### config.mk
export PLATFORM = sky130hd
export DESIGN_NAME = wave_osc_flat
export DESIGN_NICKNAME = d
export VERILOG_FILES = /design/src/rtl/wave_osc_if.sv /design/src/rtl/wave_osc.sv /design/src/flat_wrapper.sv
export SDC_FILE = /design/constraint.sdc
export NUM_CORES = 1
export LEC_CHECK = 0
export ABC_CLOCK_PERIOD_IN_PS = 2800
export BUFFER_PORTS_ARGS = -buffer_cell sky130_fd_sc_hd__buf_2
export CELL_PAD_IN_SITES_DETAIL_PLACEMENT = 1
export CELL_PAD_IN_SITES_GLOBAL_PLACEMENT = 2
export CORE_MARGIN = 2
export CORE_UTILIZATION = 34
export CTS_CLUSTER_SIZE = 20
export DETAILED_ROUTE_END_ITERATION = 10
export PLACE_DENSITY_LB_ADDON = 0.1
export RECOVER_POWER = 25
export SLEW_MARGIN = 20
export SYNTH_ARGS = -nofsm -noshare
export SYNTH_HDL_FRONTEND = slang
export SYNTH_SLANG_ARGS = --single-unit
### constraint.sdc
create_clock -name clk -period 2.8 [get_ports clk]
set_input_delay 0.7 -clock clk [delete_from_list [all_inputs] [get_ports clk]]
set_output_delay 0.7 -clock clk [all_outputs]
set_load 0.005 [all_outputs]
### src/rtl/wave_osc_if.sv
// Control and sample bus of the wave_osc oscillator.
// The master drives the waveform controls; the slave returns samples and the wrap strobe.
interface wave_osc_if #(
   parameter int unsigned CNT_W = 32,
   parameter int unsigned OUT_W = 32
);
   logic             en;
   logic [1:0]       mode;
   logic [CNT_W-1:0] wave_length;
   logic [CNT_W-1:0] duty;
   logic [OUT_W-1:0] out;
   logic             out_valid;
   logic             wrap;

   modport master (
      output en, mode, wave_length, duty,
      input  out, out_valid, wrap
   );

   modport slave (
      input  en, mode, wave_length, duty,
      output out, out_valid, wrap
   );
endinterface

### src/rtl/wave_osc.sv
// Period-counter oscillator. A serial restoring divider produces the phase q = num/den
// in FRAC fractional bits, which is then shaped into a saw, square, triangle or mute sample.
module wave_osc #(
   parameter int unsigned CNT_W = 32,
   parameter int unsigned FRAC  = 20,
   parameter int unsigned OUT_W = 32
) (
   input logic       clk,
   input logic       rst_n,
   wave_osc_if.slave bus
);
   localparam int unsigned W  = FRAC + 3;
   localparam int unsigned SW = $clog2(FRAC + 1);
   localparam logic signed [W-1:0] ONE   = W'(1) << FRAC;
   localparam logic signed [W-1:0] HALF  = ONE >>> 1;
   localparam logic signed [W-1:0] THREE = ONE + (ONE <<< 1);

   typedef enum logic [1:0] {S_IDLE, S_DIV, S_DONE} state_t;

   state_t           state_q, state_d;
   logic [CNT_W-1:0] cnt_q, cnt_d;
   logic [CNT_W-1:0] period_q, period_d;
   logic             wrap_q, wrap_d;
   logic             armed_q;
   logic [CNT_W:0]   rem_q, rem_d;
   logic [CNT_W-1:0] den_q, den_d;
   logic [FRAC:0]    q_q, q_d;
   logic [SW-1:0]    step_q, step_d;
   logic [1:0]       mode_q, mode_d;
   logic             sq_hi_q, sq_hi_d;
   logic             dz_q, dz_d;
   logic [OUT_W-1:0] out_q, out_d;
   logic             out_valid_q, out_valid_d;

   logic             ge;
   logic [CNT_W:0]   diff;
   logic signed [W-1:0] qs;
   logic signed [W-1:0] wave;

   // Period register only reloads at a wrap (or while idle at zero), so a new
   // wave_length never shortens or stretches the period already in progress.
   always_comb begin
      cnt_d    = cnt_q;
      period_d = period_q;
      wrap_d   = 1'b0;
      if (period_q == '0) begin
         cnt_d    = '0;
         period_d = bus.wave_length;
      end else if (bus.en) begin
         if (cnt_q < period_q) begin
            cnt_d = cnt_q + 1'b1;
         end else begin
            cnt_d    = '0;
            wrap_d   = 1'b1;
            period_d = bus.wave_length;
         end
      end
   end

   always_comb begin
      state_d     = state_q;
      rem_d       = rem_q;
      den_d       = den_q;
      q_d         = q_q;
      step_d      = step_q;
      mode_d      = mode_q;
      sq_hi_d     = sq_hi_q;
      dz_d        = dz_q;
      out_d       = out_q;
      out_valid_d = 1'b0;
      ge          = 1'b0;
      diff        = rem_q;
      qs          = '0;
      wave        = '0;
      case (state_q)
         S_IDLE: begin
            if (bus.en && armed_q) begin
               rem_d   = {1'b0, cnt_q};
               den_d   = period_q;
               q_d     = '0;
               step_d  = '0;
               mode_d  = bus.mode;
               sq_hi_d = (cnt_q < bus.duty);
               dz_d    = (period_q == '0);
               state_d = S_DIV;
            end
         end
         S_DIV: begin
            // rem_q is already the trial value; shifting after subtraction keeps
            // the first step (integer bit of q) identical to the fractional steps.
            ge      = (rem_q >= {1'b0, den_q});
            diff    = ge ? (rem_q - {1'b0, den_q}) : rem_q;
            rem_d   = {diff[CNT_W-1:0], 1'b0};
            q_d     = {q_q[FRAC-1:0], ge};
            step_d  = step_q + 1'b1;
            if (step_q == SW'(FRAC)) begin
               state_d = S_DONE;
            end
         end
         S_DONE: begin
            qs = dz_q ? '0 : signed'(W'(q_q));
            case (mode_q)
               2'd0:    wave = (qs <<< 1) - ONE;
               2'd1:    wave = sq_hi_q ? ONE : -ONE;
               2'd2:    wave = (qs < HALF) ? ((qs <<< 2) - ONE) : (THREE - (qs <<< 2));
               default: wave = '0;
            endcase
            out_d       = OUT_W'(wave);
            out_valid_d = 1'b1;
            state_d     = S_IDLE;
         end
         default: state_d = S_IDLE;
      endcase
   end

   always_ff @(posedge clk or negedge rst_n) begin
      if (!rst_n) begin
         state_q     <= S_IDLE;
         cnt_q       <= '0;
         period_q    <= '0;
         wrap_q      <= 1'b0;
         armed_q     <= 1'b0;
         rem_q       <= '0;
         den_q       <= '0;
         q_q         <= '0;
         step_q      <= '0;
         mode_q      <= '0;
         sq_hi_q     <= 1'b0;
         dz_q        <= 1'b0;
         out_q       <= '0;
         out_valid_q <= 1'b0;
      end else begin
         state_q     <= state_d;
         cnt_q       <= cnt_d;
         period_q    <= period_d;
         wrap_q      <= wrap_d;
         armed_q     <= 1'b1;
         rem_q       <= rem_d;
         den_q       <= den_d;
         q_q         <= q_d;
         step_q      <= step_d;
         mode_q      <= mode_d;
         sq_hi_q     <= sq_hi_d;
         dz_q        <= dz_d;
         out_q       <= out_d;
         out_valid_q <= out_valid_d;
      end
   end

   assign bus.out       = out_q;
   assign bus.out_valid = out_valid_q;
   assign bus.wrap      = wrap_q;
endmodule

### src/flat_wrapper.sv
// flat-port wrapper written by rule: the top's interface ports become plain ports
module wave_osc_flat 
#(
   parameter int unsigned CNT_W = 32,
   parameter int unsigned FRAC  = 20,
   parameter int unsigned OUT_W = 32
)
  (clk, rst_n, bus_en, bus_mode, bus_wave_length, bus_duty, bus_out, bus_out_valid, bus_wrap);
  wave_osc_if #(.CNT_W(CNT_W), .OUT_W(OUT_W)) bus_i ();
  input logic clk;
  input logic rst_n;
  input wire logic [$bits(bus_i.en)-1:0] bus_en;
  input wire logic [$bits(bus_i.mode)-1:0] bus_mode;
  input wire logic [$bits(bus_i.wave_length)-1:0] bus_wave_length;
  input wire logic [$bits(bus_i.duty)-1:0] bus_duty;
  output wire logic [$bits(bus_i.out)-1:0] bus_out;
  output wire logic [$bits(bus_i.out_valid)-1:0] bus_out_valid;
  output wire logic [$bits(bus_i.wrap)-1:0] bus_wrap;
  assign bus_i.en = bus_en;
  assign bus_i.mode = bus_mode;
  assign bus_i.wave_length = bus_wave_length;
  assign bus_i.duty = bus_duty;
  assign bus_out = bus_i.out;
  assign bus_out_valid = bus_i.out_valid;
  assign bus_wrap = bus_i.wrap;
  wave_osc #(.CNT_W(CNT_W), .FRAC(FRAC), .OUT_W(OUT_W)) u_core (.clk(clk), .rst_n(rst_n), .bus(bus_i));
endmodule
-- After elaboration in Yosys (flattened, before gate mapping)
Index checks and enable logic that the tools add are counted.
- input bits: 69
- RAM bits: 0
- latch bits: 0
- ROM bits: 0
- memories: 0
- register bits after elaboration: 187
- reductions and logical operators: 10
- magnitude comparators: 4
- add/subtract/negate cells: 6
- $mul: 0
- div/mod/pow operators: 0
- shifts and indexed selects: 0
- bitwise gates (word level): 0
- mux-type cells: 24
- equality and inequality tests: 8
- operator list (cell ; number):
    32-bit 2-to-1 mux ; 7
    23-bit case mux with 3 select lines ; 1
    33-bit case mux with 2 select lines ; 1
    32-bit < comparator ; 2
    23-bit 2-to-1 mux ; 2
    23-bit by 22-bit subtractor with 23-bit output (second input constant) ; 2
    21-bit 2-to-1 mux ; 2
    21-bit case mux with 2 select lines ; 1
    33-bit by 32-bit greater-or-equal comparator with 1-bit output ; 1
    33-bit 2-to-1 mux ; 1
    32-bit by 1-bit adder with 32-bit output (second input constant) ; 1
    32-bit logical NOT ; 1
    32-bit subtractor ; 1
    23-bit by 21-bit < comparator with 1-bit output (second input constant) ; 1
    23-bit subtractor (first input constant) ; 1
    5-bit case mux with 2 select lines ; 1
    2-bit AND reduction ; 4
    5-bit by 1-bit adder with 5-bit output (second input constant) ; 1
    5-bit == test (second input constant) ; 1
    5-bit 2-to-1 mux ; 1
    2-bit by 1-bit == test with 1-bit output (second input constant) ; 2
    2-bit == test (second input constant) ; 2
    2-bit logical NOT ; 2
    1-bit 2-to-1 mux ; 4
    other kinds (6) ; 9

-- Depth between registers and ports, before layout
Gate-level depths: netlist of the first run.
- word-level depth: 4
- gate-level depth with buffers: 14

-- Worst setup path before layout of the first run
Ideal clock, no wire load.
- path kind: flip-flop to flip-flop
- from: reg u_core.cnt_q[29]
- to: reg u_core.period_q[0]
- required time: 2.672 ns
- buffers on the path: 1
- cell stages (with the launch flop): 9
- data arrival time: 2.473 ns
- path slack: 0.199 ns
- library setup time: 0.128 ns
- cells stage by stage: dfrtp_1 > ha_1 > and4_1 > nand3_1 > or4_4 > o311ai_4 > a21o_1 > buf_4 > mux2_1
- cells in the longest elaborated chain, start to end: 3
- RTL lines (element ; line ; text):
    start: declaration ; wave_osc.sv:21 ; logic [CNT_W-1:0] cnt_q, cnt_d;
    start signal: assignment ; wave_osc.sv:134 ; cnt_q <= cnt_d;
    32-bit < comparator ; wave_osc.sv:50 ; if (cnt_q < period_q) begin
    2-bit inequality test (no line) ; -- ;
    2-bit AND reduction (no line) ; -- ;
    end signal: assignment ; wave_osc.sv:135 ; period_q <= period_d;
    end: declaration ; wave_osc.sv:22 ; logic [CNT_W-1:0] period_q, period_d;
No other way between the ends.
A chain may end at the register's enable or synchronous reset.

-- Worst setup path in the final report of the first run
- from: reg u_core.period_q[25]
- to: reg u_core.period_q[5]
- cells in the longest elaborated chain, start to end: 3
- elaborated cells on any way between the ends: 6
- RTL lines (element ; line):
    32-bit < comparator or 32-bit logical NOT (tied branches) ; wave_osc.sv:50, wave_osc.sv:46
    2-bit inequality test (no line) or 2-bit nonzero test (tied branches) ; --
    2-bit AND reduction (no line) ; --
Several ways; a longest one is shown, not always the timed one.

==> results.sh, run 1 <==
export IMPL_fin_crit_sh=0.9776
export IMPL_n_antenna_cell=0
export IMPL_yosys_area_top_type="dfrtp_1"
export IMPL_crit_path_max_incr_delay_ns=0.39
export IMPL_grt_pass1_vias=11850
export IMPL_max_slew_margin=-0.04785
export IMPL_cpMaxStageDelayCell="dfrtp_1"
export IMPL_outcome="finished, violations left"
export IMPL_synth_adder_area_share=0.1058
export IMPL_antenna_found_initial=0
export IMPL_hold_viol=0
export IMPL_p_int_mw=10.23
export IMPL_critical_path_class="reg2reg"
export IMPL_drt_pass1_iterations=6
export IMPL_synthTopCellsByArea="dfrtp_1 (38%), ha_1 (10%), nand2_1 (7.3%)"
export IMPL_worstHoldPathType="in2reg"
export IMPL_path_clk_slew_ns=0.08
export IMPL_ant_nets=0
export IMPL_dieHeight_um=193.8
export IMPL_setup_ws_ns=0.06277
export IMPL_synthXorXnorAreaFrac=0.04218
export IMPL_detailed_place_hpwl_mm=30.50
export IMPL_dpl_cell_area_um2=14050
export IMPL_syn_avg_cell_area_um2=8.420
export IMPL_cts_sinks=186
export IMPL_ys_flop_type="dfrtp_1"
export IMPL_p_leak_nw=7.373
export IMPL_clk_latency_ns=0.46
export IMPL_synth_simple_area_share=0.1912
export IMPL_synth_compound_area_frac=0.1969
export IMPL_irDropWorstVdd_uv=551.6
export IMPL_synthCells=1455
export IMPL_clockBufferDepth=2
export IMPL_required_ns=3.19
export IMPL_drt_iter0_drc=396
export IMPL_cts_tree="built"
export IMPL_grtUsageTotal=0.2164
export IMPL_critPathTopFamily="compound AO/OA/AOI/OAI gates"
export IMPL_overflow=0
export IMPL_synth_top_area_frac=0.3799
export IMPL_coreArea_um2=35570
export IMPL_wl_per_cell_um=19.15
export IMPL_dpl_worst_slack_ns=-0.1152
export IMPL_seqPwrFrac=0.230
export IMPL_clock_power_share=0.128
export IMPL_end_kind="flop"
export IMPL_io_buffers=101
export IMPL_total_power_mw=18.44
export IMPL_wl_mm=40.60
export IMPL_synthArstFlopShare=1.000
export IMPL_hold_slack_ns=0.4495
export IMPL_power_density_nw_per_um2=1204
export IMPL_cts_made_buffers=17
export IMPL_grt_max_degree=56
export IMPL_crit_chain="inv_1 -> ha_1 -> and4_1 -> nand3_2 -> nor4_4 -> o41ai_2 -> a31o_2 -> o311ai_4 -> a21o_4 -> buf_12 -> buf_16 -> nand2_1 -> o21ai_1"
export IMPL_drcViolationCount=0
export IMPL_gp_congestion=0.8204
export IMPL_final_util=0.4306
export IMPL_ios=103
export IMPL_vias=11120
export IMPL_final_cell_mix="nand2_1 (238), dfrtp_1 (186), buf_4 (137)"
export IMPL_design_area_um2=15310
export IMPL_die_area_um2=37570
export IMPL_switching_share=0.4450
export IMPL_yosysSeqAreaShare=0.3799
export IMPL_drv_cap=1
export IMPL_htree_levels=4
export IMPL_fin_worst_skew_ns=0.01290
export IMPL_setup_viol=0
export IMPL_n_fill_cell=4211
export IMPL_layout_nets=1818
export IMPL_violations="capacitance limit, slew limit"
export IMPL_syn_cell_area_um2=12250
export IMPL_synth_edf_count=0
export IMPL_rows=69
export IMPL_synth_top_family_by_area="compound AO/OA/AOI/OAI gates"
export IMPL_synthDistinctLibCells=77
export IMPL_synth_mux_area_frac=0.01185
export IMPL_r2r_setup_slack_ns=0.06
export IMPL_critPathMaxFanout=23
export IMPL_yosysWarningCount=0
export IMPL_startpoint_type="flop"
export IMPL_worstMarginPinSlew_ns=1.572
export IMPL_drive_gt1_frac=0.2260
export IMPL_die_x_um=193.8
export IMPL_critPathArrivalTime_ns=3.12
export IMPL_vias_per_cell=5.246
export IMPL_synth_nets=1627
export IMPL_synth_seq_cells=186
export IMPL_area_growth_pct=25.00
export IMPL_drv_slew=56
export IMPL_grt_pass1_wl_mm=64.75
export IMPL_p_sw_mw=8.206
export IMPL_path_buf_inv=3
export IMPL_period_needed_ns=2.737
export IMPL_layout_commonest_cell="nand2_1"
export IMPL_ctsRootBufferMaster="clkbuf_16"
export IMPL_fmax_ghz=0.3653
export IMPL_comb_power_share=0.642
export IMPL_floorplan_initialDensity=0.3444
cell type report:
cell class	instances	area, um^2	area share
Multi-Input combinational cell	1069	7246	0.4731
Inverter	117	439.2	0.02868
Clock inverter	12	106.4	0.006944
Clock buffer	20	446.7	0.02917
Tap cell	461	576.8	0.03766
Sequential cell	186	4654	0.3039
Timing Repair Buffer	255	1846	0.1205
routing by layer:
metal / GRT usage / vias up / part of all wire
met5: 0 / - / 0
met3: 0.02279 / 39 / 0.027
met1: 0.2936 / 5516 / 0.46
met4: 0.06257 / 0 / 0.020
li1: - / 5429 / -
met2: 0.3656 / 137 / 0.49
Yosys cell counts, types with 10 or more instances:
cell	count
a211oi_1	17
a21o_1	27
a21oi_1	94
a31oi_1	20
and3_1	22
buf_4	19
clkbuf_1	47
dfrtp_1	186
ha_1	102
inv_1	116
mux2i_1	10
nand2_1	238
nand2b_1	11
nand3_1	42
nand4_1	21
nor2_1	70
nor2b_1	31
nor3_1	23
nor4_1	14
o211ai_1	12
o21ai_0	128
o21ai_1	16
o31ai_1	18
xnor2_1	31
xor2_1	28
sequential cells by signal, indices dropped and copies added (netlist names):
name,cells
u_core.rem_q,33
u_core.cnt_q,32
u_core.den_q,32
u_core.period_q,32
u_core.bus.out,22
u_core.q_q,21
u_core.step_q,5
u_core.mode_q,2
u_core.state_q,2
u_core.armed_q,1
u_core.bus.out_valid,1
u_core.bus.wrap,1
u_core.dz_q,1
u_core.sq_hi_q,1
metrics by stage:
step	instances	setup TNS, ns
floorplan	1455	0
global placement	2069	-0.1024
detailed placement	2069	-0.3390
global route	2120	-1.403
finish	2120	0
CTS	2106	0
path summary, 6_finish.rpt:
path,endpoint,startpoint,cells past startpoint
hold reg to reg,u_core.bus.out[20],u_core.bus.out[20],2
setup / recovery,u_core.period_q[5],u_core.period_q[25],13
min in group asynchronous,u_core.rem_q[7],rst_n,1
max in group asynchronous,u_core.period_q[14],rst_n,2
hold / removal,u_core.mode_q[0],bus_mode[0],3
setup reg to reg,u_core.period_q[5],u_core.period_q[25],13
worst min-delay path, cell delays in order:
cell and delay (ns):
buf_2 0.08, nand2_1 0.04, nand2_1 0.04
logic make-up after synthesis:
group,Yosys count
buffers and inverters,200
adders and majority gates,103
xor gates and xnor gates,59
DFF,186
muxes,14
AOI/OAI and AO/OA,392
other,2
and+or+nand+nor,499
repair_timing:
action,CTS,global route
endpoints found under the setup margin,16,95
gates resized for setup,9,82
pin swaps,6,29
gates cloned,1,3
setup buffers,4,12
hold buffers,0,0
power by group through the flow:
stage	logic, mW	clock network, mW	registers, mW
global placement	10.2	0	4.17
floorplan	6.77	0	3.98
detailed placement	10.3	0	4.20
finish	11.8	2.37	4.23
global route	13.1	2.55	4.34
CTS	10.5	2.45	4.15
Power figures use the tool's default switching activity.
==> run 2, diff against run 1 <==
--- a/config.mk
+++ b/config.mk
@@ -9,6 +9,7 @@
 export BUFFER_PORTS_ARGS = -buffer_cell sky130_fd_sc_hd__buf_2
 export CELL_PAD_IN_SITES_DETAIL_PLACEMENT = 1
 export CELL_PAD_IN_SITES_GLOBAL_PLACEMENT = 2
+export CORE_ASPECT_RATIO = 2
 export CORE_MARGIN = 2
 export CORE_UTILIZATION = 34
 export CTS_CLUSTER_SIZE = 20
==> results.sh, run 2 (synthesis results as in run 1) <==
export IMPL_drt_pass1_iterations=4
export IMPL_grt_max_degree=71
export IMPL_critPathMaxFanout=3
export IMPL_die_area_um2=37660
export IMPL_cts_sinks=186
export IMPL_p_leak_nw=7.832
export IMPL_p_int_mw=11.08
export IMPL_ant_nets=0
export IMPL_cpMostUsedCell="buf_4"
export IMPL_critPathTopFamily="simple AND/OR/NAND/NOR gates"
export IMPL_total_power_mw=19.60
export IMPL_fin_worst_skew_ns=0.01312
export IMPL_wl_mm=43.84
export IMPL_io_buffers=101
export IMPL_floorplan_initialDensity=0.3434
export IMPL_outcome="finished, violations left"
export IMPL_setup_viol=0
export IMPL_critical_path_class="reg2reg"
export IMPL_path_buf_inv=4
export IMPL_clockBufferDepth=2
export IMPL_fmax_ghz=0.3666
export IMPL_grt_pass1_wl_mm=67.44
export IMPL_n_fill_cell=4249
export IMPL_ios=103
export IMPL_n_antenna_cell=0
export IMPL_startpoint_type="flop"
export IMPL_worstHoldPathType="in2reg"
export IMPL_rows=98
export IMPL_top_register="u_core.rem_q"
export IMPL_violations="capacitance limit, slew limit"
export IMPL_layout_commonest_cell="nand2_1"
export IMPL_cts_tree="built"
export IMPL_required_ns=3.15
export IMPL_wl_per_cell_um=20.02
export IMPL_antenna_found_initial=0
export IMPL_final_cell_mix="nand2_1 (237), buf_4 (210), dfrtp_1 (183)"
export IMPL_overflow=0
export IMPL_largest_reg_flops=33
export IMPL_grt_setup_unrepaired="true"
export IMPL_dpl_worst_slack_ns=-0.1290
export IMPL_grtUsageTotal=0.2298
export IMPL_final_util=0.4503
export IMPL_crit_chain="inv_2 -> ha_4 -> and4_4 -> nand3_4 -> or4_4 -> o311ai_4 -> buf_4 -> buf_4 -> buf_4 -> nor3_2 -> nor2_1 -> mux2i_1"
export IMPL_seqPwrFrac=0.211
export IMPL_end_kind="flop"
export IMPL_die_x_um=138.2
export IMPL_vias=11520
export IMPL_vias_per_cell=5.260
export IMPL_drv_cap=1
export IMPL_drcViolationCount=0
export IMPL_layout_nets=1900
export IMPL_p_sw_mw=8.523
export IMPL_setup_tns_ns=0
export IMPL_cpMaxStageDelayCell="or4_4"
export IMPL_crit_path_max_incr_delay_ns=0.47
export IMPL_clk_latency_ns=0.47
export IMPL_comb_power_share=0.656
export IMPL_coreArea_um2=35680
export IMPL_hold_viol=0
export IMPL_setup_ws_ns=0.07206
export IMPL_fin_crit_sh=0.9743
export IMPL_period_needed_ns=2.728
export IMPL_gp_congestion=0.8646
export IMPL_drive_gt1_frac=0.2730
export IMPL_grt_pass1_vias=12630
export IMPL_clock_power_share=0.133
export IMPL_worstMarginPinSlew_ns=1.824
export IMPL_dieHeight_um=272.5
export IMPL_max_slew_margin=-0.2161
export IMPL_irDropWorstVdd_uv=678.7
export IMPL_ctsRootBufferMaster="clkbuf_16"
export IMPL_power_density_nw_per_um2=1220
export IMPL_switching_share=0.4348
export IMPL_cts_made_buffers=17
export IMPL_path_clk_slew_ns=0.08
export IMPL_htree_levels=4
export IMPL_drv_slew=61
export IMPL_detailed_place_hpwl_mm=33.70
export IMPL_area_growth_pct=31.14
export IMPL_drt_iter0_drc=369
export IMPL_critPathArrivalTime_ns=3.08
run 2: cell count changes in the layout (fill, tap and decap cells not counted), moves of 4 or more:
| cell | delta |
|---|---|
| o21ai_0 | -7 |
| buf_6 | +4 |
| buf_4 | +73 |
| nor3_2 | +4 |
| nor4_1 | -4 |
| ha_4 | -5 |
| o21ai_1 | +5 |
run 2: what timing repair did:
action | in CTS | in global routing
setup endpoints to repair | 67 | 96
pin swaps | 1 | 35
hold buffers | 0 | 0
gates resized for setup | 15 | 105
buffers inserted | 3 | 17
cloned | 2 | 4
run 2: routing by layer:
metal / GRT usage / part of all wire / vias up
li1: - / - / 5589
met1: 0.2270 / 0.36 / 5653
met2: 0.4605 / 0.58 / 190
met3: 0.02250 / 0.016 / 88
met4: 0.1257 / 0.048 / 0
met5: 0 / 0 / -
run 2: power groups by stage:
stage | Sequential [mW] | Clock, mW | Combinational (mW)
6_report | 4.13 | 2.61 | 12.9
5_1_grt | 4.25 | 2.77 | 14.1
4_1_cts | 4.09 | 2.68 | 11.6
3_5_place_dp | 4.14 | 0 | 11.5
3_3_place_gp | 4.10 | 0 | 11.3
2_1_floorplan | 3.98 | 0 | 6.77
run 2: tightest hold or removal path, delay by kind of cell:
kind	cells	cell delay (ns)
compound gates	1	0.06
simple gates	1	0.04
buf+inv	1	0.07
run 2: per-stage QoR:
step	cells	area, um^2	hold slack [ns]
floorplan	1455	12250	0.4044
global placement	2133	14610	0.4531
detailed placement	2133	14610	0.4655
CTS	2169	15350	0.2514
global route	2190	16070	0.4387
finish	2190	16070	0.4349
run 2: area by class of cell:
cell class                 count  area (um^2)  share of cell area
clock buffer                  19        452.9             0.02819
clock inverter                12        160.2            0.009968
inverter                     117        441.7             0.02749
multi-input combinational   1069         7272              0.4526
sequential                   186         4658              0.2899
tap                          450        563.0             0.03504
timing repair buffer         337         2519              0.1568
run 2: worst paths after layout:
| path | from | end | slack, ns | depth (start not counted) |
|---|---|---|---|---|
| max | u_core.period_q[28] | u_core.cnt_q[4] | 0.07 | 12 |
| min | bus_wave_length[28] | u_core.period_q[28] | 0.43 | 3 |
| max reg2reg | u_core.period_q[28] | u_core.cnt_q[4] | 0.07 | 12 |
| min reg2reg | u_core.bus.out[5] | u_core.bus.out[5] | 0.48 | 2 |
| max in group asynchronous | rst_n | u_core.period_q[8] | 0.42 | 2 |
| min in group asynchronous | rst_n | u_core.den_q[11] | 0.69 | 1 |
==> run 3, diff against run 2 <==
--- a/config.mk
+++ b/config.mk
@@ -9,7 +9,7 @@
 export BUFFER_PORTS_ARGS = -buffer_cell sky130_fd_sc_hd__buf_2
 export CELL_PAD_IN_SITES_DETAIL_PLACEMENT = 1
 export CELL_PAD_IN_SITES_GLOBAL_PLACEMENT = 2
-export CORE_ASPECT_RATIO = 2
+export CORE_ASPECT_RATIO = 0.9
 export CORE_MARGIN = 2
 export CORE_UTILIZATION = 34
 export CTS_CLUSTER_SIZE = 20
==> results.sh, run 3 (synthesis results as in run 1) <==
export IMPL_outcome="finished, violations left"
export IMPL_violations="capacitance limit, slew limit"
export IMPL_p_int_mw=10.03
export IMPL_fin_crit_sh=0.9741
export IMPL_vias_per_cell=5.234
export IMPL_switching_share=0.4450
export IMPL_final_util=0.4267
export IMPL_hold_viol=0
export IMPL_r2r_start="u_core.rem_q[15]"
export IMPL_critPathArrivalTime_ns=3.05
export IMPL_startpoint_type="flop"
export IMPL_setup_viol=0
export IMPL_wl_mm=42.15
export IMPL_area_growth_pct=22.92
export IMPL_clockBufferDepth=2
export IMPL_critPathMaxFanout=8
export IMPL_drt_pass1_iterations=5
export IMPL_wl_per_cell_um=19.93
export IMPL_largest_reg_flops=33
export IMPL_total_power_mw=18.07
export IMPL_seqPwrFrac=0.230
export IMPL_max_slew_margin=-0.5579
export IMPL_comb_power_share=0.623
export IMPL_holdBufCountCts=0
export IMPL_n_antenna_cell=0
export IMPL_detailed_place_hpwl_mm=32.15
export IMPL_period_needed_ns=2.727
export IMPL_gp_congestion=0.8548
export IMPL_worstHoldPathType="in2reg"
export IMPL_cp_depth=12
export IMPL_irDropWorstVdd_uv=459.7
export IMPL_p_sw_mw=8.042
export IMPL_ios=103
export IMPL_floorplan_initialDensity=0.3471
export IMPL_coreArea_um2=35300
export IMPL_grt_pass1_vias=11280
export IMPL_die_x_um=204.1
export IMPL_met3_length_mm=1.502
export IMPL_wl_met1_mm=23.19
export IMPL_dieHeight_um=184.1
export IMPL_cts_sinks=186
export IMPL_die_area_um2=37570
export IMPL_crit_chain="ha_2 -> nand3_1 -> nor4_2 -> buf_4 -> nand4_1 -> and3_4 -> a21oi_4 -> buf_12 -> buf_12 -> and2b_1 -> a211oi_2 -> a31oi_1"
export IMPL_cpMaxStageDelayCell="ha_2"
export IMPL_htree_levels=4
export IMPL_fin_worst_skew_ns=0.01258
export IMPL_rows=65
export IMPL_drcViolationCount=0
export IMPL_path_clk_slew_ns=0.07
export IMPL_drive_gt1_frac=0.2066
export IMPL_final_cell_mix="nand2_1 (238), dfrtp_1 (186), o21ai_0 (126), buf_4 (126), inv_1 (114)"
export IMPL_grt_max_degree=53
export IMPL_required_ns=3.12
export IMPL_setup_tns_ns=0
export IMPL_fmax_ghz=0.3666
export IMPL_layout_nets=1805
export IMPL_clk_latency_ns=0.45
export IMPL_drv_slew=43
export IMPL_n_fill_cell=4222
export IMPL_cts_made_buffers=17
export IMPL_worstHoldStart="bus_mode[0]"
export IMPL_end_kind="flop"
export IMPL_clock_power_share=0.146
export IMPL_fin_cells=2115
export IMPL_rr_worst_depth=12
export IMPL_dr_max_layer_used="met4"
export IMPL_critPathTopFamily="simple AND/OR/NAND/NOR gates"
export IMPL_drt_iter0_drc=620
export IMPL_antenna_found_initial=1
export IMPL_top_register="u_core.rem_q"
export IMPL_vias=11070
export IMPL_route_met2_wl_mm=17.21
export IMPL_cts_tree="built"
export IMPL_worstMarginPinSlew_ns=2.337
export IMPL_placedCellCount=2068
export IMPL_grt_pass1_wl_mm=65.66
export IMPL_cpMostUsedCell="buf_12"
export IMPL_ant_nets=0
export IMPL_crit_path_max_incr_delay_ns=0.41
export IMPL_drv_cap=1
export IMPL_dpl_worst_slack_ns=-0.08374
export IMPL_layout_commonest_cell="nand2_1"
export IMPL_setup_ws_ns=0.07251
export IMPL_path_buf_inv=3
export IMPL_crit_path_start="u_core.rem_q[15]"
export IMPL_critical_path_class="reg2reg"
export IMPL_power_density_nw_per_um2=1200
export IMPL_ctsRootBufferMaster="clkbuf_16"
export IMPL_overflow=0
export IMPL_io_buffers=101
export IMPL_p_leak_nw=7.330
export IMPL_grtUsageTotal=0.2276
export IMPL_whs_path_depth=3
run 3: changes by cell type in the layout (fill, tap and decap cells not counted), moves of 8 or more:
| cell | delta |
|---|---|
| buf_4 | -84 |
| o21ai_0 | +9 |
| ha_1 | +9 |
| o21ai_1 | -8 |
| ha_4 | -8 |
run 3: worst paths after layout:
kind	slack (ns)	endpoint
worst max-delay path	0.07	u_core.rem_q[5]
worst min register to register	0.49	u_core.bus.out[15]
min in group asynchronous	1.06	u_core.den_q[11]
worst max register to register	0.07	u_core.rem_q[5]
worst min-delay path	0.45	u_core.mode_q[0]
max in group asynchronous	0.35	u_core.cnt_q[30]
run 3: per-stage QoR:
| step | area [um^2] | hold WS [ns] |
|---|---|---|
| final | 15060 | 0.4541 |
| after floorplan | 12250 | 0.4044 |
| after global routing | 15060 | 0.4346 |
| after detailed placement | 13960 | 0.4759 |
| after global placement | 13960 | 0.4521 |
| after CTS | 14600 | 0.1940 |
run 3: final cells by class:
class / instances / area, um^2 / share of cell area
multi-input cells: 1070 / 7024 / 0.4664
flip-flops and latches: 186 / 4654 / 0.3091
repair buffers: 241 / 1735 / 0.1152
well taps: 469 / 586.8 / 0.03897
clock buffers: 20 / 456.7 / 0.03033
inverters: 117 / 439.2 / 0.02916
clock inverters: 12 / 162.7 / 0.01080
run 3: metal layers:
layer  track usage  vias up
li1              -     5420
met1        0.3705     5470
met2        0.3120      166
met3       0.03385       13
met4       0.04145        0
met5             0        -
run 3: power groups by stage:
stage | registers (mW) | logic, mW | clock network, mW
after floorplan | 3.98 | 6.77 | 0
after global placement | 4.14 | 9.91 | 0
after detailed placement | 4.16 | 10.1 | 0
after CTS | 4.12 | 10.2 | 2.72
after global routing | 4.28 | 12.5 | 2.82
final | 4.16 | 11.3 | 2.64
run 3: what timing repair did:
item	CTS	global route
setup buffers	0	10
gates resized for setup	3	53
hold endpoints to repair	0	0
cloned	0	5
pin swaps	0	14
setup endpoints to repair	4	90
run 3: tightest hold or removal path, cell delays in order:
cell,delay [ns]
buf_2,0.07
nand2_1,0.04
nand2_1,0.05
